--- src/rtl/fifo_ctrl_if.sv ---
// Bus between the FIFO controller and its host: write/read strobes, data,
// fill-level flags and sticky error flags.
interface fifo_ctrl_if #(
    parameter int WIDTH = 8,
    parameter int LW    = 5
);
    // Strobes: wr_en and rd_en are single-cycle requests with no ready
    // handshake. A write is accepted when full is low at the same edge, and a
    // read when empty is low. A refused request changes nothing except the
    // matching sticky error flag.
    logic             wr_en;
    logic [WIDTH-1:0] din;
    logic             rd_en;
    logic             clr_err;
    logic [WIDTH-1:0] dout;
    logic             dout_valid;
    logic             full;
    logic             empty;
    logic             almost_full;
    logic             almost_empty;
    logic [LW-1:0]    level;
    logic             overflow;
    logic             underflow;

    modport master (
        output wr_en, din, rd_en, clr_err,
        input  dout, dout_valid, full, empty, almost_full, almost_empty,
               level, overflow, underflow
    );

    modport slave (
        input  wr_en, din, rd_en, clr_err,
        output dout, dout_valid, full, empty, almost_full, almost_empty,
               level, overflow, underflow
    );
endinterface

--- src/rtl/fifo_ctrl_p.sv ---
// Parametrised single-clock FIFO with thresholds, a fill level, sticky error
// flags and a selectable registered or first-word-fall-through read port.
module fifo_ctrl_p #(
    parameter int WIDTH    = 8,
    parameter int DEPTH    = 16,
    parameter int AF_LEVEL = DEPTH - 2,
    parameter int AE_LEVEL = 2,
    parameter int FWFT     = 0,
    parameter int LW       = $clog2(DEPTH + 1)
) (
    input logic       clk,
    input logic       rst,
    fifo_ctrl_if.slave bus
);
    localparam int PW = (DEPTH > 1) ? $clog2(DEPTH) : 1;
    localparam logic [PW-1:0] LAST_PTR = PW'(DEPTH - 1);

    logic [WIDTH-1:0] mem [DEPTH];
    logic [PW-1:0]    wr_ptr;
    logic [PW-1:0]    rd_ptr;
    logic [LW-1:0]    level_q;
    logic             ovf_q;
    logic             udf_q;
    logic             full_w;
    logic             empty_w;
    logic             wr_acc;
    logic             rd_acc;

    assign full_w  = (level_q == LW'(DEPTH));
    assign empty_w = (level_q == '0);
    // Acceptance looks only at the current level, so a same-cycle pop never
    // makes room for a write and a same-cycle write never feeds a read.
    assign wr_acc  = bus.wr_en & ~full_w;
    assign rd_acc  = bus.rd_en & ~empty_w;

    // Storage is never reset; a write in a reset cycle is dropped.
    always_ff @(posedge clk) begin
        if (!rst && wr_acc) begin
            mem[wr_ptr] <= bus.din;
        end
    end

    always_ff @(posedge clk) begin
        if (rst) begin
            wr_ptr  <= '0;
            rd_ptr  <= '0;
            level_q <= '0;
            ovf_q   <= 1'b0;
            udf_q   <= 1'b0;
        end else begin
            // Pointers wrap explicitly because DEPTH need not be a power of two.
            if (wr_acc) begin
                wr_ptr <= (wr_ptr == LAST_PTR) ? '0 : wr_ptr + 1'b1;
            end
            if (rd_acc) begin
                rd_ptr <= (rd_ptr == LAST_PTR) ? '0 : rd_ptr + 1'b1;
            end
            case ({wr_acc, rd_acc})
                2'b10:   level_q <= level_q + 1'b1;
                2'b01:   level_q <= level_q - 1'b1;
                default: level_q <= level_q;
            endcase
            // A new error in the same cycle as clr_err keeps the flag set.
            if (bus.wr_en && full_w) begin
                ovf_q <= 1'b1;
            end else if (bus.clr_err) begin
                ovf_q <= 1'b0;
            end
            if (bus.rd_en && empty_w) begin
                udf_q <= 1'b1;
            end else if (bus.clr_err) begin
                udf_q <= 1'b0;
            end
        end
    end

    generate
        if (FWFT != 0) begin : g_fwft
            assign bus.dout       = empty_w ? '0 : mem[rd_ptr];
            assign bus.dout_valid = ~empty_w;
        end else begin : g_reg
            logic [WIDTH-1:0] dout_q;
            logic             dv_q;

            always_ff @(posedge clk) begin
                if (rst) begin
                    dout_q <= '0;
                    dv_q   <= 1'b0;
                end else begin
                    dv_q <= rd_acc;
                    if (rd_acc) begin
                        dout_q <= mem[rd_ptr];
                    end
                end
            end

            assign bus.dout       = dout_q;
            assign bus.dout_valid = dv_q;
        end
    endgenerate

    assign bus.full         = full_w;
    assign bus.empty        = empty_w;
    assign bus.almost_full  = (level_q >= LW'(AF_LEVEL));
    assign bus.almost_empty = (level_q <= LW'(AE_LEVEL));
    assign bus.level        = level_q;
    assign bus.overflow     = ovf_q;
    assign bus.underflow    = udf_q;
endmodule

--- src/flat_wrapper.sv ---
// flat-port wrapper written by rule: the top's interface ports become plain ports
module fifo_ctrl_p_flat 
#(
    parameter int WIDTH    = 8,
    parameter int DEPTH    = 16,
    parameter int AF_LEVEL = DEPTH - 2,
    parameter int AE_LEVEL = 2,
    parameter int FWFT     = 0,
    parameter int LW       = $clog2(DEPTH + 1)
)
  (clk, rst, bus_wr_en, bus_din, bus_rd_en, bus_clr_err, bus_dout, bus_dout_valid, bus_full, bus_empty, bus_almost_full, bus_almost_empty, bus_level, bus_overflow, bus_underflow);
  fifo_ctrl_if #(.WIDTH(WIDTH), .LW(LW)) bus_i ();
  input logic clk;
  input logic rst;
  input wire logic [$bits(bus_i.wr_en)-1:0] bus_wr_en;
  input wire logic [$bits(bus_i.din)-1:0] bus_din;
  input wire logic [$bits(bus_i.rd_en)-1:0] bus_rd_en;
  input wire logic [$bits(bus_i.clr_err)-1:0] bus_clr_err;
  output wire logic [$bits(bus_i.dout)-1:0] bus_dout;
  output wire logic [$bits(bus_i.dout_valid)-1:0] bus_dout_valid;
  output wire logic [$bits(bus_i.full)-1:0] bus_full;
  output wire logic [$bits(bus_i.empty)-1:0] bus_empty;
  output wire logic [$bits(bus_i.almost_full)-1:0] bus_almost_full;
  output wire logic [$bits(bus_i.almost_empty)-1:0] bus_almost_empty;
  output wire logic [$bits(bus_i.level)-1:0] bus_level;
  output wire logic [$bits(bus_i.overflow)-1:0] bus_overflow;
  output wire logic [$bits(bus_i.underflow)-1:0] bus_underflow;
  assign bus_i.wr_en = bus_wr_en;
  assign bus_i.din = bus_din;
  assign bus_i.rd_en = bus_rd_en;
  assign bus_i.clr_err = bus_clr_err;
  assign bus_dout = bus_i.dout;
  assign bus_dout_valid = bus_i.dout_valid;
  assign bus_full = bus_i.full;
  assign bus_empty = bus_i.empty;
  assign bus_almost_full = bus_i.almost_full;
  assign bus_almost_empty = bus_i.almost_empty;
  assign bus_level = bus_i.level;
  assign bus_overflow = bus_i.overflow;
  assign bus_underflow = bus_i.underflow;
  fifo_ctrl_p #(.WIDTH(WIDTH), .DEPTH(DEPTH), .AF_LEVEL(AF_LEVEL), .AE_LEVEL(AE_LEVEL), .FWFT(FWFT), .LW(LW)) u_core (.clk(clk), .rst(rst), .bus(bus_i));
endmodule
--- config.mk ---
export PLATFORM = sky130hd
export DESIGN_NAME = fifo_ctrl_p_flat
export DESIGN_NICKNAME = d
export VERILOG_FILES = /design/src/rtl/fifo_ctrl_if.sv /design/src/rtl/fifo_ctrl_p.sv /design/src/flat_wrapper.sv
export SDC_FILE = /design/constraint.sdc
export NUM_CORES = 1
export LEC_CHECK = 0
export CORE_ASPECT_RATIO = 0.5
export CORE_MARGIN = 1.5
export CORE_UTILIZATION = 55
export DETAILED_ROUTE_END_ITERATION = 12
export GPL_TIMING_DRIVEN = 0
export PLACE_DENSITY = 0.74
export SYNTH_ARGS = -nofsm -noshare
export SYNTH_HDL_FRONTEND = slang
export SYNTH_SLANG_ARGS = --single-unit
--- constraint.sdc ---
create_clock -name clk -period 2.95 [get_ports clk]
set_input_delay 0.295 -clock clk [delete_from_list [all_inputs] [get_ports clk]]
set_output_delay 0.295 -clock clk [all_outputs]
set_load 0.01 [all_outputs]
* Word level (Yosys, flattened, before mapping) *
Memory sizes are Yosys's and may differ from the RTL's. A register that Yosys moved wholly into a read port is not among the register bits.
Index checks and enable logic that the tools add are counted.

storage, ports and cells
  output and inout bits = 20
  bits in writable memories = 128
  input bits = 13
  word-level logic and storage cells = 38
  bits in registers = 16
  memories = 1

memory list
  memory      depth  bits a word  read ports  clocked after Yosys merged registers in  wr ports  line               RTL
  u_core.mem  16     8            1           1                                        1         fifo_ctrl_p.sv:18  logic [WIDTH-1:0] mem [DEPTH];

operators by class
  order comparisons = 2
  equal/unequal tests = 5
  mux-type cells = 8
  $add $sub $neg = 4
  reductions and logical operators = 8
  bitwise operators = 4

operator list
  cell                   count
  $pmux W5 S2            1
  $add A4 B1 Y4 const B  2
  $eq A4 B4 Y1 const B   2
  $mux W4                2
  $reduce_bool A2 Y1     3
  $add A5 B1 Y5 const B  1
  $eq A5 B5 Y1 const B   1
  $ge A5 B4 Y1 const B   1
  $le A5 B2 Y1 const B   1
  $logic_not A5 Y1       1
  $mux W1                5
  $sub A5 B1 Y5 const B  1
  $logic_and A1 B1 Y1    3
  $and A1 B1 Y1          2
  $eq A2 B1 Y1 const B   1
  $eq A2 B2 Y1 const B   1
  $not A1 Y1             2
  $logic_not A1 Y1       1

* Logic depth before layout (Yosys ltp) *
Gate-level depths: netlist of run 1.

  depth in word-level cells = 6
  gate-level depth with buffers = 12
  gate-level depth less buffers = 10

* Worst setup path after synthesis of run 1 *
No wires, ideal clock.

  path kind = register to register
  start point = register u_core.level_q[0], in the netlist u_core.bus.level[0]
  end point = register u_core.level_q[2], in the netlist u_core.bus.level[2]
  path buffers = 1
  cell stages (with the launch flop) = 12
  required time = 2,879 ps
  arrival = 2,609 ps
  period minus slack after synthesis = 2,679 ps
  setup time = 71 ps
  path slack = 271 ps
  cells stage by stage = dfxtp_1 or4_4 o21ai_4 inv_2 ha_1 clkbuf_1 xor2_1 ha_1 a21oi_1 xnor2_1 or3_1 a21oi_1

between the ends
  word-level cells in the longest chain between the ends = 5

ends and longest elaborated chain
  what                                               line               RTL
  start, declared                                    fifo_ctrl_p.sv:21  logic [LW-1:0] level_q;
  start signal, assigned                             fifo_ctrl_p.sv:59  2'b10: level_q <= level_q + 1'b1;
  start signal, assigned                             fifo_ctrl_p.sv:60  2'b01: level_q <= level_q - 1'b1;
  start signal, assigned                             fifo_ctrl_p.sv:61  default: level_q <= level_q;
  $logic_not A5 Y1 *                                 fifo_ctrl_p.sv:30  assign empty_w = (level_q == '0);
  $not A1 Y1 *                                       fifo_ctrl_p.sv:34  assign rd_acc = bus.rd_en & ~empty_w;
  $and A1 B1 Y1 *                                    fifo_ctrl_p.sv:34
  named net u_core.rd_acc                            fifo_ctrl_p.sv:27  logic rd_acc;
  $eq A2 B1 Y1 or $eq A2 B2 Y1 (tied branches)       fifo_ctrl_p.sv:58  case ({wr_acc, rd_acc})
  $pmux W5 S2 or $reduce_bool A2 Y1 (tied branches)  n/a

Mark *: on every way through the listed nets, which the timed path passes. The rest lies on a longest branch.
A chain may end at the register's enable or synchronous reset.

* Worst setup path in the final report of run 1 *
  start point = register u_core.level_q[0], in the netlist u_core.bus.level[0]
  end point = register u_core.level_q[4], in the netlist u_core.bus.level[4]

The elaborated chain is that of the path after synthesis.

==> results of run 1 <==
-- metal layers --
| layer | vias up | GRT usage, % |
|---|---|---|
| met5 | - | 0 |
| met4 | 0 | 7.35 |
| met3 | 21 | 7.43 |
| met2 | 157 | 37.9 |
| met1 | 1827 | 31.3 |
| li1 | 1532 | - |
-- where the power goes --
part	total [W]	internal [W]	switching (W)
clock	0.00216	0.00127	0.000893
sequential	0.00253	0.00244	0.0000904
combinational	0.00144	0.000671	0.000769
total	0.00613	0.00438	0.00175
-- sequential cells by signal, indices dropped and copies added (netlist names) --
name and flops:
u_core.mem 128, u_core.bus.dout 8, u_core.bus.level 5, u_core.rd_ptr 4
u_core.wr_ptr 4, u_core.bus.dout_valid 1, u_core.bus.overflow 1, u_core.bus.underflow 1
-- cell type report --
type	count	area, um^2
Sequential cell	152	4320
Fill cell	705	3670
Multi-Input combinational cell	176	1760
Clock buffer	18	429
Timing Repair Buffer	32	320
Tap cell	145	181
Clock inverter	14	163
Buffer	20	101
Inverter	8	30.0
-- cell usage after synthesis (all sizes together) (2+ instances only) --
cell type and instances:
a21oi 11, a211o 3, xor2 4, inv 8
nand3b 9, ha 9, nand2b 4, nor2 25
a211oi 2, a41oi 2, dfxtp 24, o21ai 2
buf 12, nor3 7, edfxtp 128, nand2 15
nand3 2, nor2b 2, o211ai 2, clkbuf 10
or3 4, mux4 32, a31oi 3, mux2i 19
o221ai 9
-- worst paths after layout --
path	from	end	slack, ns
worst max-delay path	u_core.bus.level[0]	u_core.bus.level[4]	0.14
worst min-delay path	u_core.bus.dout[0]	u_core.bus.dout[0]	0.52
worst max register to register	u_core.bus.level[0]	u_core.bus.level[4]	0.14
worst min register to register	u_core.bus.dout[0]	u_core.bus.dout[0]	0.52
-- kinds of logic (layout without fill, tap and decap cells) --
group / after synthesis / in the layout
flops: 152 / 152
mux: 51 / 51
compound gates: 40 / 40
simple gates: 71 / 71
buf+inv: 30 / 92
fa+ha+maj: 9 / 9
xor+xnor: 5 / 5
-- repair_timing --
item | 4_1_cts | 5_1_grt
setup endpoints to repair | 18 | 3
hold buffers | 0 | 0
gates cloned | 0 | 0
resized for setup | 2 | 4
-- critical path: stages (launching register included) --
cell and delay, ns:
dfxtp_1 0.40, or4_4 0.63, o21ai_4 0.22, inv_2 0.11, ha_2 0.25, xor2_1 0.19, ha_1 0.22, nor2_1 0.06
o32ai_1 0.36, a211o_1 0.19, nand3_1 0.06
-- through the flow --
step | cells | hold slack [ns] | setup TNS, ns | total power, W
after global placement | 535 | 0.498 | -7.33 | 0.00390
after detailed placement | 535 | 0.500 | -12.59 | 0.00398
final | 565 | 0.524 | 0 | 0.00613
after floorplan | 358 | 0.394 | 0 | 0.00345
after CTS | 566 | 0.520 | 0 | 0.00611
after global routing | 565 | 0.538 | 0 | 0.00632
==> run metrics, run 1 <==
Die Ht 78.0 um; commonest non-fill, non-tap cell in the layout edfxtp_1; DR DRC count 5; Seq cells post-synth about 150; worst skew pair latency 0.43 ns; WL met2 between 6000 and 7000 um; Cells on Worst Hold Path 2; final hold violation count 0; CTS tree done; Placed Area 0.00669 mm^2; type of the worst setup path reg2reg; Final nets between 400 and 500; syn_area_per_cell 17.3 um^2; largest net degree at the start of global routing 17; Num Clock Sinks 152; Peak Freq 0.356 GHz; PnR worst setup slack between 0.1 and 0.15 ns; Pre-Repair DR Iteration Count 8; synth top area cells edfxtp_1 62%, mux4_2 12%, dfxtp_1 7.8%; Worst-path clk slew around 0.06 ns; Die Span X about 150 um; Core ar. 0.0110 mm^2; Post-Synth Adder-Cell Area ~1.8%; actual slew at the worst max-slew pin 1.04 ns; syn_nets between 300 and 400; Post-CTS Setup Bufs 0; Post-Synthesis Cell Area ~0.006 mm^2; vias in the first global route 3520; min-delay worst type reg2reg; number of setup violations in the final report 0; routability cong. roughly 0.77; Seq/Total Area, Yosys 69.9%; ys flop type edfxtp_1; Pleak 2.36 nW; fin crit period 2.81 ns; number of distinct library cells after synthesis 42; first-pass GRT wire length 20000 um; Final Max Slew Viols 0; simple-gate share of the synthesized area 5.79%; Synth Area in XOR/XNOR less than 1%; initial antenna violation count 0; Port-buffer cells 32; Total GRT Usage 23.6%; multiplexer share of the synthesized area between 10% and 20%; IO Count 33; failing checks DRC; Num CTS Buffers 17; GR Overflow Total 0; DR vias around 3500; Total Wirelength 13300 um; clk buf depth 2; DP HPWL approximately 8500 um; crit end category flop; asr flop ratio synth 0%; startpoint type of the worst setup path flop; DR iter-0 viols 270; pre-CTS WS -0.457 ns; Critical Path RT 3.26 ns; WL met3 885 um; CP Data Arrival Time 3.12 ns; Final period util a little over nine tenths; maximum vdd drop 0.380 mV; DR vias/cell between 6 and 7; Die ar. 0.0119 mm^2; total of max-cap violations 0; status complete, but fails checks; clock root buffer clkbuf_16; main combinational cell family by area after synthesis multiplexers; worst slew margin relative to its limit 30.6%; YS warnings 0; Post-synth EDFFs 128; max layer used met4; Cells after Synth around 360; critical path peak fanout 9; diodes inserted 0; R2R depth 10; Layout area overhead 18.1%; share of the synthesized area in the top cell type approximately 62%; RSZ-0062 raised after global routing no; Finished Cell Area 0.00731 mm^2; clk_skew 0.00878 ns; power density over the cells around 840 mW/mm^2; area fraction in compound gates after synthesis approximately 4.8%; DR WL/cell about 24 um; leading area contributor after synthesis edfxtp_1; commonest non-fill, non-tap cells in the layout 128 x edfxtp_1, 32 x mux4_2, 32 x clkdlybuf4s50_1; Initial Util 56.3%; wire length on met1 about 5700 um; H-tree depth 4; final core occ 66.5%; row count 27; Post-DRT Antenna Nets 0; share of cells above drive strength 1 20.5%
Power figures use the tool's default switching activity.
==> run 2: changes to the inputs <==
==> constraint.sdc (replaced) <==
create_clock -name clk -period 3.4 [get_ports clk]
set_input_delay 0.34 -clock clk [delete_from_list [all_inputs] [get_ports clk]]
set_output_delay 0.34 -clock clk [all_outputs]
set_load 0.01 [all_outputs]
==> run 2 against run 1 <==
Compared with the run above: the flow still finishes with violations (DRC); first-iteration DRC count up 26%; clock power down 13%; via count down 0.20%; routed wire length down 1.1%; global-route usage down 0.077 points; setup slack better by 0.26 ns; count of clock-buffer cells in the layout unchanged; combinational power down 15%; sequential share of layout area up 0.061 points; die area unchanged; critical endpoint unchanged.
==> run metrics, run 2 (synthesis results as in run 1) <==
CTS tree done; DR iter-0 viols 341 (+26%); Post-CTS Setup Bufs 0 (unchanged); Flop pwr share 41.5% (+0.2 points); routability cong. 0.773 (unchanged); Die Span X 153 um (unchanged); final core occ 66.5% (-0.068 points); Worst-path clk slew 0.07 ns (about the same); clock root buffer clkbuf_16; PostCTS Resize Cnt 0 (-2); vias in the first global route 3520 (unchanged); clk_skew 0.00894 ns (+0.000160 ns); Post-DRT Antenna Nets 0 (unchanged); crit end category flop; Die ar. 0.0119 mm^2 (unchanged); final hold violation count 0 (unchanged); Final period util 88.3% (-7.0 points); failing checks DRC; Comb pwr share 23.2% (-0.3 points); Initial Util 56.3% (unchanged); hold-fix buffers at CTS 0 (unchanged); pre-CTS WS -0.0525 ns (+0.405 ns); post-route setup TNS 0 ns (unchanged); largest reg by FF count u_core.mem; actual slew at the worst max-slew pin 0.995 ns (-0.0428 ns); commonest non-fill, non-tap cell in the layout edfxtp_1; Total GRT Usage 23.6% (-0.077 points); Total Wirelength 13200 um (-1.1%); Num Clock Sinks 152 (unchanged); worst skew pair latency 0.42 ns (about the same); diodes inserted 0 (unchanged); Layout Cells excl Fill 567 (+0.35%); critical path peak fanout 10 (+1); power density over the cells 725 mW/mm^2 (-14%); largest net degree at the start of global routing 17 (unchanged); min-delay worst type reg2reg; Pint 0.00379 W (-14%); DR vias/cell 6.23 (-0.55%); Pleak 2.37 nW (+0.20%); footprint of the multi-input gates 0.00174 mm^2 (-0.85%); total of max-cap violations 0 (unchanged); commonest non-fill, non-tap cells in the layout 128 x edfxtp_1, 32 x mux4_2, 32 x clkdlybuf4s50_1; worst slew margin relative to its limit 33.4% (+2.9 points); GR Overflow Total 0 (unchanged); max FFs per register 128 (unchanged); Core ar. 0.0110 mm^2 (unchanged); row count 27 (unchanged); DR DRC count 5 (unchanged); Num CTS Buffers 17 (unchanged); register area 0.00432 mm^2 (unchanged); share of cells above drive strength 1 19.4% (-1.0 points); maximum vdd drop 0.320 mV (-16%); first-pass GRT wire length 20000 um (-0.17%); DR WL/cell 23.2 um (-1.4%); startpoint type of the worst setup path flop; fin crit period 3.00 ns (+0.192 ns); PnR worst setup slack 0.396 ns (+0.258 ns); Pre-Repair DR Iteration Count 9 (+1); fillers 703 (-0.28%); Sw Ratio 28.4% (-0.19 points); Port-buffer cells 32 (unchanged); Layout area overhead 18.0%; placed insts 535 (unchanged); Psw 0.00150 W (-14%); Die Ht 78.0 um (unchanged); DP HPWL 8520 um (unchanged); Peak Freq 0.333 GHz (-6.4%); R2R depth 12 (+2); Final Max Slew Viols 0 (unchanged); Critical Path RT 3.70 ns (+0.44 ns); number of setup violations in the final report 0 (unchanged); total power 0.00529 W (-14%); IO Count 33 (unchanged); CP Data Arrival Time 3.30 ns (+0.18 ns); status complete, but fails checks; Cells on Worst Hold Path 2 (unchanged); clock network power share 35.3% (about the same); H-tree depth 4 (unchanged); DR vias 3530 (-0.20%); type of the worst setup path reg2reg; RSZ-0062 raised after global routing no; initial antenna violation count 0 (unchanged); clk buf depth 2 (unchanged); Final nets 431 (+0.47%)
-- run 2: metal layers --
layer	track usage [%]	wire [um]	up-vias	part of all wire, %
met5	0	0	-	0
li1	-	-	1535	-
met2	37.9	6420	154	49
met1	31.2	5630	1825	43
met4	7.35	196	0	1.5
met3	7.21	917	16	7.0
-- run 2: worst paths after layout --
kind                  startpoint                   to  slack (ns)
max          u_core.bus.level[1]  u_core.bus.level[4]        0.40
min           u_core.bus.dout[3]   u_core.bus.dout[3]        0.52
max reg2reg  u_core.bus.level[1]  u_core.bus.level[4]        0.40
min reg2reg   u_core.bus.dout[3]   u_core.bus.dout[3]        0.52
-- run 2: area by class of cell --
cell class                      count  area share (%)
Multi-Input combinational cell    176            23.9
Clock inverter                     14            2.23
Clock buffer                       18            5.88
Buffer                             22            1.49
Tap cell                          145            2.49
Timing Repair Buffer               32            4.39
Inverter                            8           0.411
Sequential cell                   152            59.2
-- run 2: power by group through the flow --
stage / clock [W] / combinational [W] / sequential [W]
finish: 0.00187 / 0.00123 / 0.00219
global route: 0.00195 / 0.00132 / 0.00220
CTS: 0.00189 / 0.00122 / 0.00219
detailed placement: 0 / 0.00121 / 0.00223
global placement: 0 / 0.00116 / 0.00223
floorplan: 0 / 0.000744 / 0.00225
-- run 2: metrics by stage --
step / hold slack, ns / instance area, um^2
2_1_floorplan: 0.439 / 6180
3_3_place_gp: 0.498 / 6690
5_1_grt: 0.538 / 7300
6_report: 0.521 / 7300
4_1_cts: 0.520 / 7280
3_5_place_dp: 0.500 / 6690
-- run 2: critical path: stages, from the launching register on --
cell      delay (ns)
dfxtp_1         0.33
buf_2           0.18
nor4_1          0.39
a21oi_1         0.25
inv_1           0.14
ha_1            0.18
clkbuf_1        0.31
xor2_1          0.21
ha_1            0.22
nor2_1          0.06
o32ai_1         0.35
a211o_1         0.19
nand3_1         0.06
==> run 3: changes to the inputs <==
--- a/config.mk
+++ b/config.mk
@@ -10,6 +10,7 @@
 export CORE_UTILIZATION = 55
 export DETAILED_ROUTE_END_ITERATION = 12
 export GPL_TIMING_DRIVEN = 0
+export HOLD_SLACK_MARGIN = 0.1
 export PLACE_DENSITY = 0.74
 export SYNTH_ARGS = -nofsm -noshare
 export SYNTH_HDL_FRONTEND = slang
==> results of run 3 <==
Same layout as run 2: the final DEF is identical, and so are final timing and power.
